### src/rtl/lsbuffer_section_ctrl.sv
// Ownership sequencer for a multi-section lane-switched buffer.
// Sections are handed to one producer and one consumer in strict ring order.
// Every hand-over (producer or consumer release) pulses that section's lane-switch request.
//
// Ports:
//   clk, reset                   clock, synchronous active-high reset
//   prod_acq_req / prod_acq_gnt  producer acquire request (level) / grant pulse
//   prod_sec                     section held by the producer
//   prod_rel                     producer release pulse
//   cons_acq_req / cons_acq_gnt  consumer acquire request (level) / grant pulse
//   cons_sec                     section held by the consumer
//   cons_rel                     consumer release pulse
//   sw_req                       per-section lane-switch request pulses
//   n_full                       number of sections in FULL or CONS state
//   ready                        high once the post-reset quiet period has elapsed
//   err                          sticky flag for a release while not holding
module lsbuffer_section_ctrl #(
    parameter int unsigned N_SECTIONS  = 2,
    parameter int unsigned SEC_W       = $clog2(N_SECTIONS),
    parameter int unsigned INIT_CYCLES = 4
) (
    input  logic                  clk,
    input  logic                  reset,
    input  logic                  prod_acq_req,
    output logic                  prod_acq_gnt,
    output logic [SEC_W-1:0]      prod_sec,
    input  logic                  prod_rel,
    input  logic                  cons_acq_req,
    output logic                  cons_acq_gnt,
    output logic [SEC_W-1:0]      cons_sec,
    input  logic                  cons_rel,
    output logic [N_SECTIONS-1:0] sw_req,
    output logic [SEC_W:0]        n_full,
    output logic                  ready,
    output logic                  err
);

    localparam int unsigned CNT_W  = (INIT_CYCLES > 1) ? $clog2(INIT_CYCLES) : 1;
    localparam int unsigned FULL_W = SEC_W + 1;

    typedef enum logic [1:0] {
        SEC_FREE = 2'd0,
        SEC_PROD = 2'd1,
        SEC_FULL = 2'd2,
        SEC_CONS = 2'd3
    } sec_state_e;

    sec_state_e                sec_q [N_SECTIONS];
    sec_state_e                sec_d [N_SECTIONS];
    logic [SEC_W-1:0]          wr_q, wr_d, rd_q, rd_d;
    logic [SEC_W-1:0]          prod_sec_q, prod_sec_d, cons_sec_q, cons_sec_d;
    logic                      prod_hold_q, prod_hold_d, cons_hold_q, cons_hold_d;
    logic                      prod_gnt_q, prod_gnt_d, cons_gnt_q, cons_gnt_d;
    logic [N_SECTIONS-1:0]     sw_req_q, sw_req_d;
    logic [FULL_W-1:0]         n_full_q, n_full_d;
    logic [CNT_W-1:0]          init_cnt_q, init_cnt_d;
    logic                      ready_q, ready_d, err_q, err_d;
    logic                      full_inc, full_dec;

    // Ring-pointer increment that also wraps for non-power-of-2 section counts.
    function automatic logic [SEC_W-1:0] ptr_inc(input logic [SEC_W-1:0] p);
        return (p == SEC_W'(N_SECTIONS - 1)) ? '0 : p + SEC_W'(1);
    endfunction

    // State register.
    always_ff @(posedge clk) begin
        if (reset) begin
            for (int i = 0; i < int'(N_SECTIONS); i++) sec_q[i] <= SEC_FREE;
            wr_q        <= '0;
            rd_q        <= '0;
            prod_sec_q  <= '0;
            cons_sec_q  <= '0;
            prod_hold_q <= 1'b0;
            cons_hold_q <= 1'b0;
            prod_gnt_q  <= 1'b0;
            cons_gnt_q  <= 1'b0;
            sw_req_q    <= '0;
            n_full_q    <= '0;
            init_cnt_q  <= '0;
            ready_q     <= 1'b0;
            err_q       <= 1'b0;
        end else begin
            sec_q       <= sec_d;
            wr_q        <= wr_d;
            rd_q        <= rd_d;
            prod_sec_q  <= prod_sec_d;
            cons_sec_q  <= cons_sec_d;
            prod_hold_q <= prod_hold_d;
            cons_hold_q <= cons_hold_d;
            prod_gnt_q  <= prod_gnt_d;
            cons_gnt_q  <= cons_gnt_d;
            sw_req_q    <= sw_req_d;
            n_full_q    <= n_full_d;
            init_cnt_q  <= init_cnt_d;
            ready_q     <= ready_d;
            err_q       <= err_d;
        end
    end

    // Next-state: grant eligibility reads registered state only, so a section
    // released this cycle cannot be re-granted until its switch pulse has gone out.
    always_comb begin
        sec_d       = sec_q;
        wr_d        = wr_q;
        rd_d        = rd_q;
        prod_sec_d  = prod_sec_q;
        cons_sec_d  = cons_sec_q;
        prod_hold_d = prod_hold_q;
        cons_hold_d = cons_hold_q;
        prod_gnt_d  = 1'b0;
        cons_gnt_d  = 1'b0;
        sw_req_d    = '0;
        err_d       = err_q;
        full_inc    = 1'b0;
        full_dec    = 1'b0;
        init_cnt_d  = init_cnt_q;
        ready_d     = ready_q;

        // Init counter saturates at its terminal value; ready follows one cycle later.
        if (init_cnt_q != CNT_W'(INIT_CYCLES - 1)) init_cnt_d = init_cnt_q + CNT_W'(1);
        else                                       ready_d    = 1'b1;

        // Producer release: FULL the section and point at the next one.
        if (prod_rel) begin
            if (prod_hold_q) begin
                sec_d[prod_sec_q]    = SEC_FULL;
                sw_req_d[prod_sec_q] = 1'b1;
                wr_d                 = ptr_inc(wr_q);
                prod_hold_d          = 1'b0;
                full_inc             = 1'b1;
            end else begin
                err_d = 1'b1;
            end
        end

        // Consumer release: return the section to FREE.
        if (cons_rel) begin
            if (cons_hold_q) begin
                sec_d[cons_sec_q]    = SEC_FREE;
                sw_req_d[cons_sec_q] = 1'b1;
                rd_d                 = ptr_inc(rd_q);
                cons_hold_d          = 1'b0;
                full_dec             = 1'b1;
            end else begin
                err_d = 1'b1;
            end
        end

        // Producer grant (never coincides with a valid producer release).
        if (ready_q && !prod_hold_q && prod_acq_req && sec_q[wr_q] == SEC_FREE) begin
            sec_d[wr_q] = SEC_PROD;
            prod_sec_d  = wr_q;
            prod_hold_d = 1'b1;
            prod_gnt_d  = 1'b1;
        end

        // Consumer grant.
        if (ready_q && !cons_hold_q && cons_acq_req && sec_q[rd_q] == SEC_FULL) begin
            sec_d[rd_q] = SEC_CONS;
            cons_sec_d  = rd_q;
            cons_hold_d = 1'b1;
            cons_gnt_d  = 1'b1;
        end

        case ({full_inc, full_dec})
            2'b10:   n_full_d = n_full_q + FULL_W'(1);
            2'b01:   n_full_d = n_full_q - FULL_W'(1);
            default: n_full_d = n_full_q;
        endcase
    end

    assign prod_acq_gnt = prod_gnt_q;
    assign cons_acq_gnt = cons_gnt_q;
    assign prod_sec     = prod_sec_q;
    assign cons_sec     = cons_sec_q;
    assign sw_req       = sw_req_q;
    assign n_full       = n_full_q;
    assign ready        = ready_q;
    assign err          = err_q;

endmodule

### config.mk
export PLATFORM = sky130hd
export DESIGN_NAME = lsbuffer_section_ctrl
export DESIGN_NICKNAME = d
export VERILOG_FILES = /design/src/rtl/lsbuffer_section_ctrl.sv
export SDC_FILE = /design/constraint.sdc
export NUM_CORES = 1
export LEC_CHECK = 0
export ABC_CLOCK_PERIOD_IN_PS = 1900
export BUFFER_PORTS_ARGS = -buffer_cell sky130_fd_sc_hd__buf_2
export CORE_UTILIZATION = 50
export CTS_CLUSTER_SIZE = 20
export DETAILED_ROUTE_END_ITERATION = 10
export PLACE_DENSITY_LB_ADDON = 0.25
export SYNTH_ARGS = -nofsm -noshare
export SYNTH_HDL_FRONTEND = slang
export SYNTH_SLANG_ARGS = --single-unit
### constraint.sdc
create_clock -name clk -period 1.9 [get_ports clk]
set_input_delay 0.38 -clock clk [delete_from_list [all_inputs] [get_ports clk]]
set_output_delay 0.38 -clock clk [all_outputs]
set_load 0.01 [all_outputs]
==> results.yml, run 1 <==
hold_path:
  hold_class: "in -> reg"
power_and_ir_drop:
  internal_power_w: 0.000681
  power_w: 0.000861
  p_clk_share_pct: 39.9
  vdd_drop_max_v: 0.000499
  powerDensity_nw_per_um2: 944
  pwr-share-comb_pct: 7.8
  p_leak_nw: 0.392
  seq_power_share_pct: 52.4
  swShare_pct: 20.9
  p_sw_w: 0.000180
setup_path:
  worstSetupEndpointType: "register"
  cp.required_ns: 2.14
  critPathArrivalTime_ns: 1.76
  max_stage_delay_ns: 0.44
  crit_buf_inv: 1
  crit_slowest_cell: "dfxtp_1"
  cp-start-kind: "register"
  cp_cell_sequence: "nand2_1 > inv_1 > ha_1 > or3_1 > a21oi_1"
  path_class: "reg -> reg"
  crit_fanout: 5
  path_delay_family: "simple AND/OR/NAND/NOR gates"
synth:
  yosysMostFrequentCell: "dfxtp_1"
  synth_top_area_share_pct: 51.8
  async_flop_share_pct: 0
  avgSynthCellArea_um2: 9.32
  synth_cell_type_count: 24
  synth_area_um2: 773
  synth_nets: 91
  syn_inst: 83
  synth_top_area_cell: "dfxtp_1"
  synth_ff_type: "dfxtp_1"
  ys_seq_area_share_pct: 51.8
  synth-edff-count: 0
  ys_ff_latch: 20
  synthTopCellsByCount: "20 x dfxtp_1, 12 x nor2_1, 7 x a21oi_1"
  synth_warnings: 0
  synth.area.top_cells: "dfxtp_1 52%, nor2_1 5.8%, a21oi_1 4.5%"
grt:
  grt_pass1_wl_mm: 2.27
  grt_overflow: 0
  met1_usage_pct: 25.3
  antenna_found_initial: 0
  grt_busiest_layer: "met2"
  grt_usage_pct: 21.1
  grt_start_max_net_pins: 21
  met3_usage_pct: 3.19
  groute.layer.met2.usage_pct: 36.7
  grt_pass1_vias: 534
detailed_routing:
  routed_wl_mm: 1.55
  vias_per_cell: 5.70
  wl_per_cell_um: 13.5
  drcViolationCount: 0
  dr_total_vias: 656
  drtPass1Iterations: 4
  ant_nets: 0
  drt_iter0_markers: 11
die:
  core-area_um2: 1370
  io_pins: 16
  rows: 13
  fp.dieH_um: 41.3
  start_util_pct: 56.6
  die_area_um2: 1710
  die_w_um: 41.3
cells_and_area:
  diodes: 0
  final_nets: 109
  areaGrowthSynthToFinish_pct: 18.0
  drive_gt1_share_pct: 20.0
placed_design:
  gp_congestion: 0.884
  numPortBuffers: 15
  dp_slack_ns: 0.277
  dp_hpwl_mm: 1.11
timing:
  hold_viol: 0
  max_freq_mhz: 656
  rsz0062_at_grt: "false"
  min_period_over_period_pct: 80.2
  slew_headroom_pct: 77.6
  worst_slew_pin_slew_ns: 0.336
  fin_crit_ns: 1.52
  fin_ws_ns: 0.377
  finClkSkew_ns: 0.00313
  tns_ns: 0
  setup_viol: 0
  drv_slew: 0
clock_network:
  cts_buffers: 3
  postCtsHoldBufs: 0
  clock_latency_ns: 0.29
  cts_setup_buffers: 0
  cts_resized: 0
  cts-root-buf: "clkbuf_4"
  clkSinkCount: 20
  cts.clk_slew.worst_paths_ns: 0.12
  cts_tree: "done"
  clockBufferDepth: 2
  cts_max_level: 1
run:
  maxCapViolations: 0
outcome:
  status: "finished clean"
[cell usage in the layout, fill, tap and decap left out]
master     synthesis  final
xor2_1             4      4
or3_1              1      1
a21o_1             1      1
bufinv_16          0      1
nor3_1             2      2
a22oi_1            1      1
inv_1              5      5
o221ai_1           1      1
a221oi_1           2      2
a21bo_2            1      1
o22a_1             1      1
nand2b_1           2      2
a21oi_1            7      7
mux2i_1            1      1
ha_1               2      2
buf_2              0     15
xnor2_1            1      1
and3b_1            3      3
dfxtp_1           20     20
nand3_1            3      3
o21ai_0            3      3
nor2_1            12     12
a31oi_1            2      2
clkbuf_4           0      3
nand2_1            4      4
nor3b_1            2      2
[power by group through the flow]
stage          sequential [W]  clock [W]  combinational (W)
2_1_floorplan        0.000461          0          0.0000448
3_3_place_gp         0.000459          0          0.0000638
3_5_place_dp         0.000461          0          0.0000670
4_1_cts              0.000451   0.000349          0.0000675
5_1_grt              0.000455   0.000365          0.0000745
6_report             0.000451   0.000343          0.0000668
[layout make-up]
cell class | count | area, um^2
Timing Repair Buffer | 15 | 75.1
Multi-Input combinational cell | 56 | 347
Sequential cell | 20 | 400
Inverter | 5 | 18.8
Fill cell | 118 | 454
Tap cell | 15 | 18.8
Clock buffer | 3 | 22.5
Clock inverter | 1 | 30.0
[flip-flops by register name (all words and copies together) (netlist names)]
register and cells:
sec_q 4, init_cnt_q 2, n_full 2, sw_req 2, cons_acq_gnt 1, cons_hold_q 1
cons_sec 1, err 1, prod_acq_gnt 1, prod_hold_q 1, prod_sec 1, rd_q 1
ready 1, wr_q 1
[path summary, 6_finish.rpt]
path / startpoint / to / slack [ns] / depth (start not counted)
hold / removal: cons_rel / err / 0.39 / 3
setup reg to reg: cons_hold_q / n_full[1] / 0.38 / 5
setup / recovery: cons_hold_q / n_full[1] / 0.38 / 5
hold reg to reg: n_full[1] / n_full[1] / 0.50 / 2
[layer usage]
| metal | share of wire (%) | wire [um] | vias up |
|---|---|---|---|
| met1 | 45 | 691 | 303 |
| met3 | 6.8 | 105 | 2 |
| met5 | 0 | 0 | - |
| met2 | 47 | 736 | 30 |
| met4 | 1.1 | 17 | 0 |
| li1 | - | - | 321 |
[cell families after synthesis]
| kind of cell | Yosys count | synth area share [%] |
|---|---|---|
| buf+inv | 7 | 3.40 |
| fa+ha+maj | 2 | 3.24 |
| simple gates | 29 | 18.8 |
| compound gates | 19 | 15.9 |
| mux | 1 | 1.29 |
| flops | 20 | 51.8 |
| xor+xnor | 5 | 5.66 |
[through the flow]
| stage | hold WS, ns | instances | area [um^2] | util, % |
|---|---|---|---|---|
| 6_report | 0.390 | 115 | 912 | 66.8 |
| 5_1_grt | 0.411 | 115 | 912 | 66.8 |
| 4_1_cts | 0.395 | 115 | 912 | 66.8 |
| 3_5_place_dp | 0.483 | 111 | 860 | 62.9 |
| 3_3_place_gp | 0.458 | 111 | 860 | 62.9 |
| 2_1_floorplan | 0.456 | 83 | 773 | - |
[tightest hold or removal path, delay by kind of cell]
kind                   cells  cell delay, ns
buffers and inverters      1            0.12
AOI/OAI and AO/OA          1            0.09
and+or+nand+nor            1            0.07
Power figures use the tool's default switching activity.
==> run 2: changes to the inputs <==
--- a/config.mk
+++ b/config.mk
@@ -5,7 +5,7 @@
 export SDC_FILE = /design/constraint.sdc
 export NUM_CORES = 1
 export LEC_CHECK = 0
-export ABC_CLOCK_PERIOD_IN_PS = 1900
+export ABC_CLOCK_PERIOD_IN_PS = 1500
 export BUFFER_PORTS_ARGS = -buffer_cell sky130_fd_sc_hd__buf_2
 export CORE_UTILIZATION = 50
 export CTS_CLUSTER_SIZE = 20
==> constraint.sdc (replaced) <==
create_clock -name clk -period 1.5 [get_ports clk]
set_input_delay 0.3 -clock clk [delete_from_list [all_inputs] [get_ports clk]]
set_output_delay 0.3 -clock clk [all_outputs]
set_load 0.01 [all_outputs]
==> results.yml, run 2 (synthesis gave the netlist of run 1 again) <==
hold_path:
  whs_endpoint: "err"
  whs_path_depth: 3
  hold_class: "in -> reg"
  holdCritStartpoint: "cons_rel"
grt:
  grt_start_max_net_pins: 21
  grt_busiest_layer: "met2"
  grt_pass1_vias: 568
  met3_usage_pct: 3.19
  grt_overflow: 0
  grt_usage_pct: 20.7
  antenna_found_initial: 0
  met1_usage_pct: 23.0
  grt_pass1_wl_mm: 2.25
  groute.layer.met2.usage_pct: 35.9
cells_and_area:
  final_nets: 113
  diodes: 0
  layout_common_cells: "20 x dfxtp_1, 15 x buf_2, 12 x nor2_1"
  stdcell_count: 118
  layout_commonest_cell: "dfxtp_1"
  multi_input_comb_area_um2: 347
  area.sequential_um2: 400
  largest_reg_flops: 4
  areaGrowthSynthToFinish_pct: 18.0
  top_register: "sec_q"
  num-fill-cells: 127
  drive_gt1_share_pct: 22.3
placed_design:
  dp_hpwl_mm: 1.14
  numPortBuffers: 15
  dp_slack_ns: 0.0587
  gp_congestion: 0.843
  dp.cells: 115
die:
  die_w_um: 41.3
  start_util_pct: 56.6
  die_area_um2: 1710
  io_pins: 16
  rows: 13
  fp.dieH_um: 41.3
  core-area_um2: 1370
power_and_ir_drop:
  p_leak_nw: 0.397
  powerDensity_nw_per_um2: 980
  vdd_drop_max_v: 0.000698
timing:
  max_freq_mhz: 749
  drv_slew: 0
  finClkSkew_ns: 0.000946
  setup_viol: 0
  fin_ws_ns: 0.164
  hold_viol: 0
  min_period_over_period_pct: 89.0
  fin_crit_ns: 1.34
  slew_headroom_pct: 77.0
  worst_slew_pin_slew_ns: 0.345
  rsz0062_at_grt: "false"
  tns_ns: 0
clock_network:
  clkSinkCount: 20
  cts_buffers: 3
  clockBufferDepth: 2
  cts_resized: 0
  cts_tree: "done"
  cts-root-buf: "clkbuf_4"
  cts_setup_buffers: 0
  cts.clk_slew.worst_paths_ns: 0.09
  clock_latency_ns: 0.29
  cts_max_level: 1
  postCtsHoldBufs: 0
detailed_routing:
  dr_total_vias: 663
  drt_iter0_markers: 21
  routed_wl_mm: 1.51
  vias_per_cell: 5.62
  wl_per_cell_um: 12.8
  ant_nets: 0
  drtPass1Iterations: 4
  drcViolationCount: 0
setup_path:
  r2r-start: "prod_hold_q"
  critPathArrivalTime_ns: 1.56
  reg2reg_depth: 4
  path_class: "reg -> reg"
  cp.required_ns: 1.73
  r2r-end: "n_full[1]"
  crit_slowest_cell: "or3_1"
  rrSetupSlack_ns: 0.16
  max_stage_delay_ns: 0.36
  cp_cell_sequence: "nand2_1 > ha_1 > or3_1 > a21oi_1"
  worstSetupEndpointType: "register"
  cp-start-kind: "register"
  crit_fanout: 3
run:
  maxCapViolations: 0
outcome:
  status: "finished clean"
run 2: power breakdown:
| part | internal [W] | switching [W] | total (W) | leakage (nW) |
|---|---|---|---|---|
| Sequential | 0.000555 | 0.0000155 | 0.000570 | 0.162 |
| Combinational | 0.0000404 | 0.0000484 | 0.0000889 | 0.221 |
| Clock | 0.0000934 | 0.000141 | 0.000235 | 0.0138 |
run 2: area by class of cell:
class                           count  share of cell area [%]
Sequential cell                    20                    43.9
Clock buffer                        3                    2.47
Timing Repair Buffer               19                    11.5
Tap cell                           15                    2.06
Multi-Input combinational cell     56                    38.0
Inverter                            5                    2.06
run 2: critical path, delay by kind of cell (launching register included):
kind            cells  cell delay (ns)
flops               1             0.35
fa+ha+maj           1             0.34
simple gates        2             0.45
compound gates      1             0.14
run 2: layer usage:
layer,up-vias,wire length (um)
met2,26,682
met5,-,0
met3,2,94
met1,307,711
met4,0,17
li1,328,-
run 2: how the worst max path moves through the flow:
stage                 from         to  slack, ns  cells past startpoint
3_3_place_gp      cons_rel  n_full[1]       0.09                      6
2_1_floorplan  prod_hold_q  n_full[1]       0.15                      4
4_1_cts        prod_hold_q  n_full[1]       0.16                      4
5_1_grt        cons_hold_q  n_full[1]       0.06                      5
3_5_place_dp      cons_rel  n_full[1]       0.06                      6
6_report       prod_hold_q  n_full[1]       0.16                      4
run 2: through the flow:
step           cell area (um^2)  util, %  total power, W  hold slack, ns
3_3_place_gp                890     65.1        0.000665           0.471
5_1_grt                     912     66.8        0.000941           0.318
3_5_place_dp                890     65.1        0.000672           0.479
6_report                    912     66.8        0.000893           0.299
2_1_floorplan               773        -        0.000640           0.455
4_1_cts                     912     66.8        0.000906           0.300
==> run 3: changes to the inputs <==
--- a/config.mk
+++ b/config.mk
@@ -7,6 +7,7 @@
 export LEC_CHECK = 0
 export ABC_CLOCK_PERIOD_IN_PS = 1500
 export BUFFER_PORTS_ARGS = -buffer_cell sky130_fd_sc_hd__buf_2
+export CORE_ASPECT_RATIO = 0.9
 export CORE_UTILIZATION = 50
 export CTS_CLUSTER_SIZE = 20
 export DETAILED_ROUTE_END_ITERATION = 10
==> results.yml, run 3 (synthesis gave the netlist of run 1 again) <==
setup_path:
  critPathArrivalTime_ns: 1.58
  r2r-start: "cons_hold_q"
  path_class: "reg -> reg"
  cp-start-kind: "register"
  rrSetupSlack_ns: 0.15
  r2r-end: "n_full[1]"
  crit_fanout: 3
  worstSetupEndpointType: "register"
  cp.required_ns: 1.73
  reg2reg_depth: 5
detailed_routing:
  drtPass1Iterations: 4
  wl_per_cell_um: 13.2
  routed_wl_mm: 1.57
  vias_per_cell: 5.55
  drcViolationCount: 0
  dr_total_vias: 661
  drt_iter0_markers: 24
  ant_nets: 0
cells_and_area:
  num-fill-cells: 138
  final_nets: 113
  layout_common_cells: "20 x dfxtp_1, 15 x buf_2, 12 x nor2_1"
  largest_reg_flops: 4
  layout_commonest_cell: "dfxtp_1"
  top_register: "sec_q"
  areaGrowthSynthToFinish_pct: 19.7
  fin_util_pct: 64.0
  diodes: 0
  drive_gt1_share_pct: 23.1
timing:
  fin_crit_ns: 1.35
  slew_headroom_pct: 74.0
  min_period_over_period_pct: 89.8
  worst_slew_pin_slew_ns: 0.386
  max_freq_mhz: 742
  tns_ns: 0
  drv_slew: 0
  hold_viol: 0
  finClkSkew_ns: 0.00450
  setup_viol: 0
  rsz0062_at_grt: "false"
power_and_ir_drop:
  powerDensity_nw_per_um2: 1040
  vdd_drop_max_v: 0.000662
  p_leak_nw: 0.404
placed_design:
  dp_hpwl_mm: 1.14
  gp_congestion: 0.833
  numPortBuffers: 15
grt:
  grt_pass1_vias: 619
  antenna_found_initial: 0
  grt_start_max_net_pins: 21
  grt_overflow: 0
  grt_pass1_wl_mm: 2.56
  grt_usage_pct: 21.3
die:
  rows: 13
  start_util_pct: 53.4
  die_w_um: 43.5
  die_area_um2: 1710
  io_pins: 16
  fp.dieH_um: 39.3
  core-area_um2: 1450
hold_path:
  whs_path_depth: 3
  hold_class: "in -> reg"
  whs_endpoint: "err"
  holdCritStartpoint: "cons_rel"
clock_network:
  cts.clk_slew.worst_paths_ns: 0.10
  cts_tree: "done"
  cts_buffers: 3
  clkSinkCount: 20
  cts_resized: 0
  cts-root-buf: "clkbuf_4"
  cts_setup_buffers: 0
  postCtsHoldBufs: 0
  cts_max_level: 1
  clock_latency_ns: 0.29
  clockBufferDepth: 2
outcome:
  status: "finished clean"
run:
  maxCapViolations: 0
## run 3: changes by cell type in the layout (fill, tap and decap cells not counted), sizes merged
cell,before,now
clkbuf,3,4
## run 3: report_power, final
| group | switching (W) | leakage (nW) | total (W) | internal, W |
|---|---|---|---|---|
| sequential | 0.0000155 | 0.162 | 0.000570 | 0.000555 |
| combinational | 0.0000497 | 0.221 | 0.0000902 | 0.0000405 |
| clock | 0.000155 | 0.0210 | 0.000303 | 0.000148 |
| total | 0.000220 | 0.404 | 0.000964 | 0.000743 |
## run 3: critical path, stage by stage (launching register included)
cell and delay, ns:
dfxtp_1 0.33, nand2_1 0.07, inv_1 0.06, ha_1 0.31, or3_1 0.36, a21oi_1 0.15
## run 3: worst max-delay path by stage
stage	to	cells after the start	slack, ns	from
floorplan	n_full[1]	4	0.15	prod_hold_q
detailed placement	n_full[1]	6	0.04	cons_rel
CTS	n_full[1]	4	0.14	prod_hold_q
global placement	n_full[1]	6	0.11	cons_rel
finish	n_full[1]	5	0.15	cons_hold_q
global route	n_full[1]	4	0.09	prod_hold_q
## run 3: cell type report
| type | instances | area, um^2 | area share [%] |
|---|---|---|---|
| clock buffers | 4 | 36.3 | 3.92 |
| inverters | 5 | 18.8 | 2.03 |
| multi-input cells | 56 | 347 | 37.4 |
| flip-flops and latches | 20 | 400 | 43.2 |
| well taps | 15 | 18.8 | 2.03 |
| repair buffers | 19 | 105 | 11.4 |
## run 3: through the flow
step / instances / setup slack [ns] / total power [W] / hold WS [ns] / instance area, um^2
floorplan: 83 / 0.152 / 0.000640 / 0.455 / 773
global route: 119 / 0.0948 / 0.00101 / 0.323 / 926
global placement: 115 / 0.107 / 0.000666 / 0.469 / 890
finish: 119 / 0.153 / 0.000964 / 0.316 / 926
detailed placement: 115 / 0.0375 / 0.000672 / 0.475 / 890
CTS: 119 / 0.142 / 0.000974 / 0.312 / 926
## run 3: layer usage
metal | up-vias | global-route usage, % | part of all wire, %
li1 | 328 | - | -
met1 | 298 | 25.5 | 48
met2 | 29 | 35.2 | 42
met3 | 6 | 7.37 | 7.6
met4 | 0 | 8.59 | 2.2
met5 | - | 0 | 0
